**config.mk**
```make
export PLATFORM = sky130hd
export DESIGN_NAME = bp_node_hidden_delta
export DESIGN_NICKNAME = d
export VERILOG_FILES = /design/src/rtl/fp32_pkg.sv /design/src/rtl/fp32_mul_add.sv /design/src/rtl/bp_node_hidden_delta.sv
export SDC_FILE = /design/constraint.sdc
export NUM_CORES = 2
export LEC_CHECK = 0
export ABC_AREA = 1
export ABC_CLOCK_PERIOD_IN_PS = 13870
export BUFFER_PORTS_ARGS = -buffer_cell sky130_fd_sc_hd__buf_2
export CAP_MARGIN = 20
export CORE_MARGIN = 4
export CORE_UTILIZATION = 50
export CTS_BUF_LIST = sky130_fd_sc_hd__clkbuf_8
export DETAILED_ROUTE_END_ITERATION = 8
export PLACE_DENSITY = 0.63
export SLEW_MARGIN = 20
export SYNTH_ARGS = -nofsm -noshare
export SYNTH_HDL_FRONTEND = slang
export SYNTH_SLANG_ARGS = --single-unit
export TNS_END_PERCENT = 5
```
**constraint.sdc**
```tcl
create_clock -name clk -period 13.87 [get_ports clk]
set_input_delay 1.387 -clock clk [delete_from_list [all_inputs] [get_ports clk]]
set_output_delay 1.387 -clock clk [all_outputs]
set_load 0.1 [all_outputs]
```
**src/rtl/fp32_pkg.sv**
```systemverilog
// fp32_pkg: FP32 constants, field widths, FSM encoding and rounding/packing helpers
// shared by the hidden-delta node and the weight-update stage.
package fp32_pkg;
   localparam int EXP_W = 8;
   localparam int MAN_W = 23;
   localparam int BIAS = 127;
   localparam logic [31:0] FP_POS_ZERO = 32'h0000_0000;
   localparam logic [31:0] FP_QNAN = 32'h7FC0_0000;
   localparam logic [31:0] FP_POS_INF = 32'h7F80_0000;
   localparam logic [31:0] FP_NEG_INF = 32'hFF80_0000;
   localparam logic [1:0] ST_IDLE = 2'd0;
   localparam logic [1:0] ST_MUL = 2'd1;
   localparam logic [1:0] ST_ADD = 2'd2;
   localparam logic [1:0] ST_ACT = 2'd3;

   typedef enum logic [1:0] {
      IDLE = ST_IDLE,
      MUL = ST_MUL,
      ADD = ST_ADD,
      ACT = ST_ACT
   } state_t;

   function automatic logic [31:0] fp_inf(input logic s);
      return s ? FP_NEG_INF : FP_POS_INF;
   endfunction

   function automatic logic [31:0] fp_zero(input logic s);
      return {s, 31'h0};
   endfunction

   function automatic logic [4:0] lzc27(input logic [26:0] v);
      logic [4:0] n;
      n = 5'd0;
      for (int i = 0; i < 27; i++)
         if (v[i]) n = 5'(26 - i);
      return n;
   endfunction

   // m carries the hidden bit; rounds to nearest-even, then saturates or flushes
   function automatic logic [31:0] fp_pack(input logic s, input logic signed [9:0] e,
                                           input logic [23:0] m, input logic g, input logic st);
      logic [24:0] r;
      logic signed [9:0] ef;
      r = {1'b0, m} + 25'(g & (st | m[0]));
      ef = r[24] ? e + 10'sd1 : e;
      return (ef >= 10'sd255) ? fp_inf(s) : (ef <= 10'sd0) ? fp_zero(s) : {s, ef[7:0], r[22:0]};
   endfunction
endpackage

```
**src/rtl/fp32_mul_add.sv**
```systemverilog
// fp32_mul_add: combinational FP32 multiplier and adder, round-to-nearest-even,
// denormals flushed to signed zero, overflow saturating to infinity, quiet-NaN out.
module fp32_mul_add
   import fp32_pkg::*;
(
   input  logic [31:0] mul_a,
   input  logic [31:0] mul_b,
   input  logic [31:0] add_a,
   input  logic [31:0] add_b,
   output logic [31:0] prod,
   output logic [31:0] sum
);
   logic ma_s, mb_s, ps;
   logic [7:0] ma_e, mb_e;
   logic [22:0] ma_f, mb_f;
   logic ma_nan, mb_nan, ma_inf, mb_inf, ma_zero, mb_zero;
   logic [47:0] p;
   logic signed [9:0] pe;
   logic [23:0] pm;
   logic pg, pst;

   assign {ma_s, ma_e, ma_f} = mul_a;
   assign {mb_s, mb_e, mb_f} = mul_b;
   assign ma_nan = ma_e == 8'hFF && ma_f != 23'h0;
   assign mb_nan = mb_e == 8'hFF && mb_f != 23'h0;
   assign ma_inf = ma_e == 8'hFF && ma_f == 23'h0;
   assign mb_inf = mb_e == 8'hFF && mb_f == 23'h0;
   assign ma_zero = ma_e == 8'h00;
   assign mb_zero = mb_e == 8'h00;
   assign ps = ma_s ^ mb_s;
   assign p = {1'b1, ma_f} * {1'b1, mb_f};
   assign pe = $signed({2'b0, ma_e}) + $signed({2'b0, mb_e}) - 10'(BIAS) + (p[47] ? 10'sd1 : 10'sd0);
   assign pm = p[47] ? p[47:24] : p[46:23];
   assign pg = p[47] ? p[23] : p[22];
   assign pst = p[47] ? |p[22:0] : |p[21:0];
   assign prod = (ma_nan || mb_nan || (ma_inf && mb_zero) || (mb_inf && ma_zero)) ? FP_QNAN :
                 (ma_inf || mb_inf) ? fp_inf(ps) :
                 (ma_zero || mb_zero) ? fp_zero(ps) : fp_pack(ps, pe, pm, pg, pst);

   logic xs, ys, ls, ss, swap;
   logic [7:0] xe, ye, le, se;
   logic [22:0] xf, yf, lf, sf;
   logic x_nan, y_nan, x_inf, y_inf, x_zero, y_zero;
   logic [49:0] sh;
   logic [26:0] lx, sx, n;
   logic [27:0] s28;
   logic [4:0] lz;
   logic signed [9:0] ne;

   assign {xs, xe, xf} = add_a;
   assign {ys, ye, yf} = add_b;
   assign x_nan = xe == 8'hFF && xf != 23'h0;
   assign y_nan = ye == 8'hFF && yf != 23'h0;
   assign x_inf = xe == 8'hFF && xf == 23'h0;
   assign y_inf = ye == 8'hFF && yf == 23'h0;
   assign x_zero = xe == 8'h00;
   assign y_zero = ye == 8'h00;
   // order by magnitude so the aligned difference is never negative
   assign swap = {ye, yf} > {xe, xf};
   assign {ls, le, lf} = swap ? add_b : add_a;
   assign {ss, se, sf} = swap ? add_a : add_b;
   assign sh = {1'b1, sf, 26'h0} >> (le - se);
   assign sx = {sh[49:24], |sh[23:0]};
   assign lx = {1'b1, lf, 3'b000};
   assign s28 = (ls ^ ss) ? {1'b0, lx} - {1'b0, sx} : {1'b0, lx} + {1'b0, sx};
   assign lz = lzc27(s28[26:0]);
   assign n = s28[27] ? {s28[27:2], s28[1] | s28[0]} : s28[26:0] << lz;
   assign ne = $signed({2'b0, le}) + (s28[27] ? 10'sd1 : -$signed({5'd0, lz}));
   assign sum = (x_nan || y_nan || (x_inf && y_inf && xs != ys)) ? FP_QNAN :
                x_inf ? fp_inf(xs) :
                y_inf ? fp_inf(ys) :
                (x_zero && y_zero) ? fp_zero(xs & ys) :
                x_zero ? add_b :
                y_zero ? add_a :
                (s28 == 28'h0) ? FP_POS_ZERO : fp_pack(ls, ne, n[26:3], n[2], |n[1:0]);
endmodule

```
**src/rtl/bp_node_hidden_delta.sv**
```systemverilog
// bp_node_hidden_delta: serial hidden-node back-prop delta,
// delta = ReLU'(z) * sum(w_k * delta_k), one pair accepted every three cycles.
module bp_node_hidden_delta
   import fp32_pkg::*;
#(
   parameter int DATA_WIDTH = 32,
   parameter int NUM_NEXT = 4,
   parameter int CNT_WIDTH = 8
) (
   input  logic                  clk,
   input  logic                  rst_n,
   input  logic                  i_valid,
   input  logic [DATA_WIDTH-1:0] i_weight,
   input  logic [DATA_WIDTH-1:0] i_delta,
   input  logic [DATA_WIDTH-1:0] i_z,
   output logic                  o_ready,
   output logic [DATA_WIDTH-1:0] o_delta,
   output logic                  o_valid
);
   state_t state, nxt;
   logic [CNT_WIDTH-1:0] cnt;
   logic [31:0] w_r, d_r, z_r, prod_r, acc, prod, sum;
   logic accept, last, z_pos;

   fp32_mul_add u_fp (
      .mul_a(w_r),
      .mul_b(d_r),
      .add_a(acc),
      .add_b(prod_r),
      .prod (prod),
      .sum  (sum)
   );

   assign o_ready = state == IDLE && !rst_n;
   assign o_valid = state == ACT;
   assign accept = i_valid && o_ready;
   assign last = cnt == CNT_WIDTH'(NUM_NEXT - 1);
   // NaN and zero/denormal z both fall outside the positive branch
   assign z_pos = !z_r[31] && z_r[30:23] != 8'h00 && !(z_r[30:23] == 8'hFF && z_r[22:0] != 23'h0);

   always_comb begin
      nxt = state;
      nxt = (state == IDLE) ? (accept ? MUL : IDLE) :
            (state == MUL) ? ADD :
            (state == ADD) ? (last ? ACT : IDLE) : IDLE;
   end

   always_ff @(posedge clk or posedge rst_n)
      if (rst_n) begin
         state <= IDLE;
         cnt <= '0;
         w_r <= FP_POS_ZERO;
         d_r <= FP_POS_ZERO;
         z_r <= FP_POS_ZERO;
         prod_r <= FP_POS_ZERO;
         acc <= FP_POS_ZERO;
         o_delta <= FP_POS_ZERO;
      end else begin
         state <= nxt;
         if (accept) begin
            w_r <= i_weight;
            d_r <= i_delta;
            if (cnt == '0) begin
               z_r <= i_z;
               acc <= FP_POS_ZERO;
            end
         end
         if (state == MUL) prod_r <= prod;
         if (state == ADD) begin
            acc <= sum;
            if (last) o_delta <= z_pos ? sum : FP_POS_ZERO;
            else cnt <= cnt + CNT_WIDTH'(1);
         end
         if (state == ACT) cnt <= '0;
      end
endmodule

```
# Yosys cells after proc, flatten, opt, wreduce, memory -nomap -nowiden
# Cells that the tools add are included.
classes:
  n_eq_ne: 11
  n_shift: 2
  bitwise: 8
  addsub: 13
  mul: 1
  muxes: 68
  magnitude_cmp: 5
  n_reduce_logical: 56
ops:
  columns: ["operator", "count"]
  rows:
  - ["2-to-1 mux 32 bit", 22]
  - ["2-to-1 mux 5 bit", 27]
  - ["nonzero test 23 bit", 5]
  - ["zero test 23 bit", 4]
  - ["2-to-1 mux 31 bit", 2]
  - ["adder 24 x 25 -> 25 bit", 2]
  - ["AND 1 x 25 -> 25 bit", 2]
  - ["right shift 50 x 8 -> 50 bit", 1]
  - ["multiplier 24 x 24 -> 48 bit", 1]
  - ["equality test 8 bit (second input constant)", 5]
  - ["zero test 8 bit", 5]
  - ["> comparator 31 bit", 1]
  - ["2-to-1 mux 10 bit", 3]
  - ["adder 27 x 27 -> 28 bit", 1]
  - ["zero test 28 bit", 1]
  - ["2-to-1 mux 28 bit", 1]
  - ["subtractor 27 x 27 -> 28 bit", 1]
  - ["2-to-1 mux 27 bit", 1]
  - ["<< shifter 27 x 5 -> 27 bit", 1]
  - ["2-to-1 mux 24 bit", 1]
  - ["2-to-1 mux 8 bit", 3]
  - ["OR reduction 24 bit", 1]
  - ["OR reduction 23 bit", 1]
  - ["OR reduction 22 bit", 1]
  - ["28 further kinds", 71]
totals:
  ff_bits: 202
  word_cells: 172
  output_inout_bits: 34

# Longest topological paths before layout
depth:
  word_depth: 52
  ltp_mapped: 96

# Cells and area by module
# A second synthesis with hierarchy kept.
hier_totals:
  cells_unflattened: 5663
  area_unflattened_um2: 41357.2
by_module_without_submodules:
  columns: ["mod", "cells_per_inst", "area_each_um2", "n_inst"]
  rows:
  - ["fp32_mul_add", 4892, 32982.9, 1]
  - ["bp_node_hidden_delta", 771, 8374.3, 1]

# Worst setup path after synthesis
# No wires, ideal clock.
synth_path:
  kind: "reg-to-reg"
  from: "register w_r[13]"
  to: "register prod_r[0]"
  stages_incl_launch_ff: 68
  arrival_time_ns: 11.312
  n_path_buf: 5
  path_slack_ns: 2.418
  t_required_ns: 13.730
  cell_sequence: "dfrtp_1 -> clkbuf_1 -> clkbuf_1 -> nand2_1 -> fa_1 -> inv_1 -> fa_1 -> fa_1 -> inv_1 -> fa_1 -> fa_1 -> inv_1 -> fa_1 -> fa_1 -> ha_1 -> nand2_1 -> o31ai_1 -> a21oi_1 -> [32 not listed] -> nand2_1 -> inv_1 -> nand4_1 -> nor2_1 -> inv_1 -> nor2_1 -> nand3_1 -> nor3_1 -> nand3_1 -> xor2_1 -> clkinv_1 -> nor3_1 -> nand2_1 -> nand2_1 -> inv_1 -> nand2_1 -> clkbuf_1 -> o32ai_1"
synth_between:
  elab_chain_cells: 13
  word_cells_on_any_way: 29
synth_rtl:
  columns: ["element", "line", "text"]
  rows:
  - ["start, declared", "bp_node_hidden_delta.sv:22", "logic [31:0] w_r, d_r, z_r, prod_r, acc, prod, sum;"]
  - ["start signal, assigned", "bp_node_hidden_delta.sv:61", "w_r <= i_weight;"]
  - ["multiplier 24 x 24 -> 48 bit", "fp32_mul_add.sv:31", "assign p = {1'b1, ma_f} * {1'b1, mb_f};"]
  - ["OR reduction 23 bit / OR reduction 22 bit (equally long branches)", "fp32_mul_add.sv:35", "assign pst = p[47] ? |p[22:0] : |p[21:0];"]
  - ["2-to-1 mux 1 bit", "fp32_mul_add.sv:35", null]
  - ["OR 1 bit", "fp32_pkg.sv:44", "r = {1'b0, m} + 25'(g & (st | m[0]));"]
  - ["AND 1 x 25 -> 25 bit", "fp32_pkg.sv:44", null]
  - ["adder 24 x 25 -> 25 bit", "fp32_pkg.sv:44", null]
  - ["2-to-1 mux 10 bit", "fp32_pkg.sv:45", "ef = r[24] ? e + 10'sd1 : e;"]
  - ["<= comparator 10 x 1 -> 1 bit", "fp32_pkg.sv:46", "return (ef >= 10'sd255) ? fp_inf(s) : (ef <= 10'sd0) ? fp_zero(s) : {s, ef[7:0], r[22:0]};"]
  - ["2-to-1 mux 31 bit", "fp32_pkg.sv:46", null]
  - ["2-to-1 mux 32 bit", "fp32_pkg.sv:46", null]
  - ["2-to-1 mux 32 bit", "fp32_mul_add.sv:38", "(ma_zero || mb_zero) ? fp_zero(ps) : fp_pack(ps, pe, pm, pg, pst);"]
  - ["2-to-1 mux 32 bit", "fp32_mul_add.sv:37", "(ma_inf || mb_inf) ? fp_inf(ps) :"]
  - ["2-to-1 mux 32 bit *", "fp32_mul_add.sv:36", "assign prod = (ma_nan || mb_nan || (ma_inf && mb_zero) || (mb_inf && ma_zero)) ? FP_QNAN :"]
  - ["end signal, assigned", "bp_node_hidden_delta.sv:68", "if (state == MUL) prod_r <= prod;"]
  - ["end, declared", "bp_node_hidden_delta.sv:22", null]
# Mark *: on every way between the ends. The rest lies on a longest branch, timed or not.
# A chain may end at the register's enable or synchronous reset.

# Worst setup path after layout
layout_path:
  from: "register acc[29]"
  to: "register acc[8]"
layout_between:
  elab_chain_cells: 52
  word_cells_on_any_way: 71
layout_rtl:
  columns: ["element", "line", "text"]
  rows:
  - ["start, declared", "bp_node_hidden_delta.sv:22", null]
  - ["start signal, assigned", "bp_node_hidden_delta.sv:70", "acc <= sum;"]
  - ["parallel branches: the longest is 50 deep, another holds > comparator 31 bit", null, null]
  - ["2-to-1 mux 32 bit *", "fp32_mul_add.sv:69", "assign sum = (x_nan || y_nan || (x_inf && y_inf && xs != ys)) ? FP_QNAN :"]
  - ["2-to-1 mux 32 bit *", "bp_node_hidden_delta.sv:69", "if (state == ADD) begin"]
# Mark *: on every way between the ends.

==> flow_metrics.tcl <==
set metrics [dict create \
    synth_area_sq_mm 0.03870 \
    tightestPinTransition_ns 1.124 \
    ys_ff_latch 202 \
    synth_async_sr_flop_share 1.000 \
    wl_per_cell_microns 18.18 \
    io_pins 133 \
    clk_pin_slew_worst_paths_ns 0.06 \
    grt_max_degree 96 \
    drv_cap 0 \
    slowest_stage "o21ai_0" \
    cp_max_fo 95 \
    finalSetupTns_ns 0 \
    slew_violations 0 \
    cp.arrival_ns 13.08 \
    htree_levels 2 \
    track_usage 0.2923 \
    hold_buffers 0 \
    via_per_inst 5.343 \
    drive_gt1_frac 0.07606 \
    initial_core_util 0.5070 \
    grt_pass1_vias 35124 \
    crit_required_ns 14.34 \
    ctsResizeCount 0 \
    fin_worst_skew_ns 0.04191 \
    antenna_found_initial 4 \
    yosysWarnings 0 \
    die_h_microns 286.2 \
    status "completed" \
    cts_max_path_buffers 3 \
    drtIter0Drc 2713 \
    synth_edf_count 0 \
    die_w_microns 286.2 \
    routed_wl_microns 119700 \
    synth_top_cell_by_area "fa_1" \
    first_pass_iters 6 \
    slew_headroom 0.2499 \
    seq_area_frac_synth 0.1306 \
    post-route-min-period_ns 12.61 \
    gp_congestion 0.9930 \
    criticalPathCategory "reg -> reg" \
    cp-end-kind "flip-flop" \
    clk_latency_ns 0.62 \
    post_cts_buffers 0 \
    fin_crit_sh 0.9094 \
    setup_viol 0 \
    area_growth_syn_to_layout_pct 5.696 \
    cp-start-kind "flip-flop" \
    syn_nets 6398 \
    critical_path.max_stage_delay_ns 0.79 \
    cts_buffers 37 \
    crit_top_cell "nand2_1" \
    via_count 35155 \
    hold_start "o_delta[18]$_DFFE_PP0P_" \
    postSynthAreaPerCell_sq_um 6.992 \
    synthCells 5535 \
    cts_tree "built" \
    num-nets-final 6390 \
    fmax_mhz 79.28 \
    grt_pass1_wl_microns 191800 \
    reg2reg_from "acc[29]$_DFFE_PP0P_" \
    fillers 7728 \
    synthTopCellsByArea "fa_1 25%, nand2_1 16%, dfrtp_1 13%, inv_1 11%, ha_1 9.0%" \
    synth-main-ff-cell "dfrtp_1" \
    fp-row-count 101 \
    antenna_left 0 \
    drc 0 \
    finalHoldViolations 0 \
    startpoint "acc[29]$_DFFE_PP0P_" \
    hold_class "reg -> reg" \
    cts_num_sinks 202 \
    hpwlAfterDp_microns 97480 \
    rsz0062_at_grt "false" \
    io_buffer_count 132 \
    clock-root-buffer "clkbuf_8" \
    core_area_sq_mm 0.07633 \
    yosysTopAreaCellShare 0.2509 \
    synth.distinct_cells 73 \
    die-area_sq_mm 0.08192 \
    grt-ovfl-total 0 \
]
-- cell families (layout without fill, tap and decap cells) --
| kind of cell | count (synthesis) | after routing | share of synthesized area |
|---|---|---|---|
| compound gates | 512 | 512 | 0.07513 |
| xor+xnor | 130 | 130 | 0.03087 |
| fa+ha+maj | 764 | 764 | 0.3411 |
| buf+inv | 1410 | 1423 | 0.1404 |
| flops | 202 | 202 | 0.1306 |
| mux | 32 | 32 | 0.009214 |
| other cells | 0 | 2 | 0 |
| simple gates | 2485 | 2485 | 0.2727 |
-- metrics by stage --
stage               instance area, sq um  std cells  setup slack [ns]  hold WS [ns]  utilization
floorplan                          38700       5535             2.418        0.4692            -
global placement                   40180       6517             1.032        0.4604       0.5264
detailed placement                 40200       6518            0.8646        0.4600       0.5266
CTS                                40890       6578            0.7806        0.4781       0.5357
global route                       40910       6580           0.01074        0.5038       0.5359
finish                             40910       6580             1.256        0.4737       0.5359
-- metal layers --
layer / part of all wire / GRT usage / up-vias / wire (microns)
met5: 0.000092 / 0 / - / 11
met4: 0.047 / 0.1218 / 2 / 5679
met3: 0.070 / 0.04519 / 280 / 8355
met2: 0.46 / 0.4722 / 1309 / 54460
met1: 0.43 / 0.3942 / 16622 / 51150
li1: - / - / 16942 / -
-- sequential cells by signal (all words and copies together) (netlist names) --
| signal | count |
|---|---|
| w_r | 32 |
| o_delta | 32 |
| acc | 32 |
| state | 2 |
| cnt | 8 |
| d_r | 32 |
| prod_r | 32 |
| z_r | 32 |
-- Yosys cell counts (4+ instances only) --
| master | n |
|---|---|
| dfrtp_1 | 202 |
| xor2_1 | 85 |
| buf_2 | 33 |
| o22ai_1 | 28 |
| nor2_1 | 201 |
| buf_4 | 8 |
| o21ai_0 | 131 |
| nand3_2 | 7 |
| o21a_1 | 4 |
| buf_1 | 6 |
| nor3_1 | 40 |
| o31ai_1 | 10 |
| a211oi_1 | 6 |
| ha_1 | 279 |
| xnor2_1 | 39 |
| nor2_2 | 7 |
| o21bai_1 | 12 |
| buf_6 | 9 |
| nand2_2 | 15 |
| a31oi_1 | 7 |
| nor2_4 | 5 |
| nand2_4 | 4 |
| nor4_1 | 36 |
| nand2_1 | 1623 |
| mux2_2 | 29 |
| xor2_2 | 4 |
| inv_1 | 1112 |
| o21ai_2 | 16 |
| and3_1 | 5 |
| nand4_1 | 77 |
| fa_1 | 485 |
| a21oi_1 | 217 |
| nand3_1 | 426 |
| a21o_1 | 8 |
| o21ai_1 | 39 |
| inv_2 | 24 |
| o211ai_1 | 5 |
| clkinv_1 | 9 |
| nand3_4 | 4 |
| clkbuf_1 | 208 |
| or2_2 | 11 |
| and2_1 | 7 |
-- critical path: cells and delay by family, from the launching register on --
kind                       cells  cell delay [ns]
DFF                            1             0.41
and+or+nand+nor               36             4.52
xor gates and xnor gates       3             0.61
buffers and inverters         13             1.53
AOI/OAI and AO/OA             23             3.99
adders and majority gates      4             1.36
-- cell usage in the layout (no fill, tap or decap), types with 7 or more instances in the layout --
master	synthesis	final
a21oi_1	217	217
inv_2	24	25
dfrtp_1	202	195
a21o_1	8	8
nand2_1	1623	1620
nand4_1	77	77
ha_1	279	279
or2_2	11	11
o21ai_0	131	130
nor4_1	36	36
nor2_2	7	9
xor2_1	85	84
buf_2	33	132
and2_1	7	7
nand3_2	7	7
xnor2_1	39	39
mux2_2	29	29
o22ai_1	28	28
o31ai_1	10	10
nor2_1	201	198
nand3_1	426	426
o21bai_1	12	12
clkinv_1	9	8
clkbuf_8	0	45
a31oi_1	7	7
fa_1	485	485
nor3_1	40	40
o21ai_1	39	40
dfrtp_2	0	7
inv_1	1112	1122
nand2_2	15	18
buf_4	8	84
o21ai_2	16	16
-- final cells by class --
class                      instances  area (sq um)  share of cell area
tap                             1030          1289             0.03150
clock buffer                      45         619.3             0.01514
clock inverter                    15         71.32            0.001743
antenna                            2         5.005           0.0001223
multi-input combinational       3923         28240              0.6904
timing repair buffer             217          1306             0.03193
sequential                       202          5064              0.1238
inverter                        1146          4312              0.1054
-- worst paths after layout --
path	depth (start not counted)	slack, ns	end
max	79	1.26	acc[8]$_DFFE_PP0P_
min	2	0.47	o_delta[18]$_DFFE_PP0P_
max reg2reg	79	1.26	acc[8]$_DFFE_PP0P_
min reg2reg	2	0.47	o_delta[18]$_DFFE_PP0P_
max in group asynchronous	3	11.61	w_r[3]$_DFFE_PP0P_
min in group asynchronous	2	0.91	cnt[5]$_DFFE_PP0P_
Power is left out: the tool's default activity adds up to more than one toggle a clock period on the data nets, which glitch-free logic cannot reach.
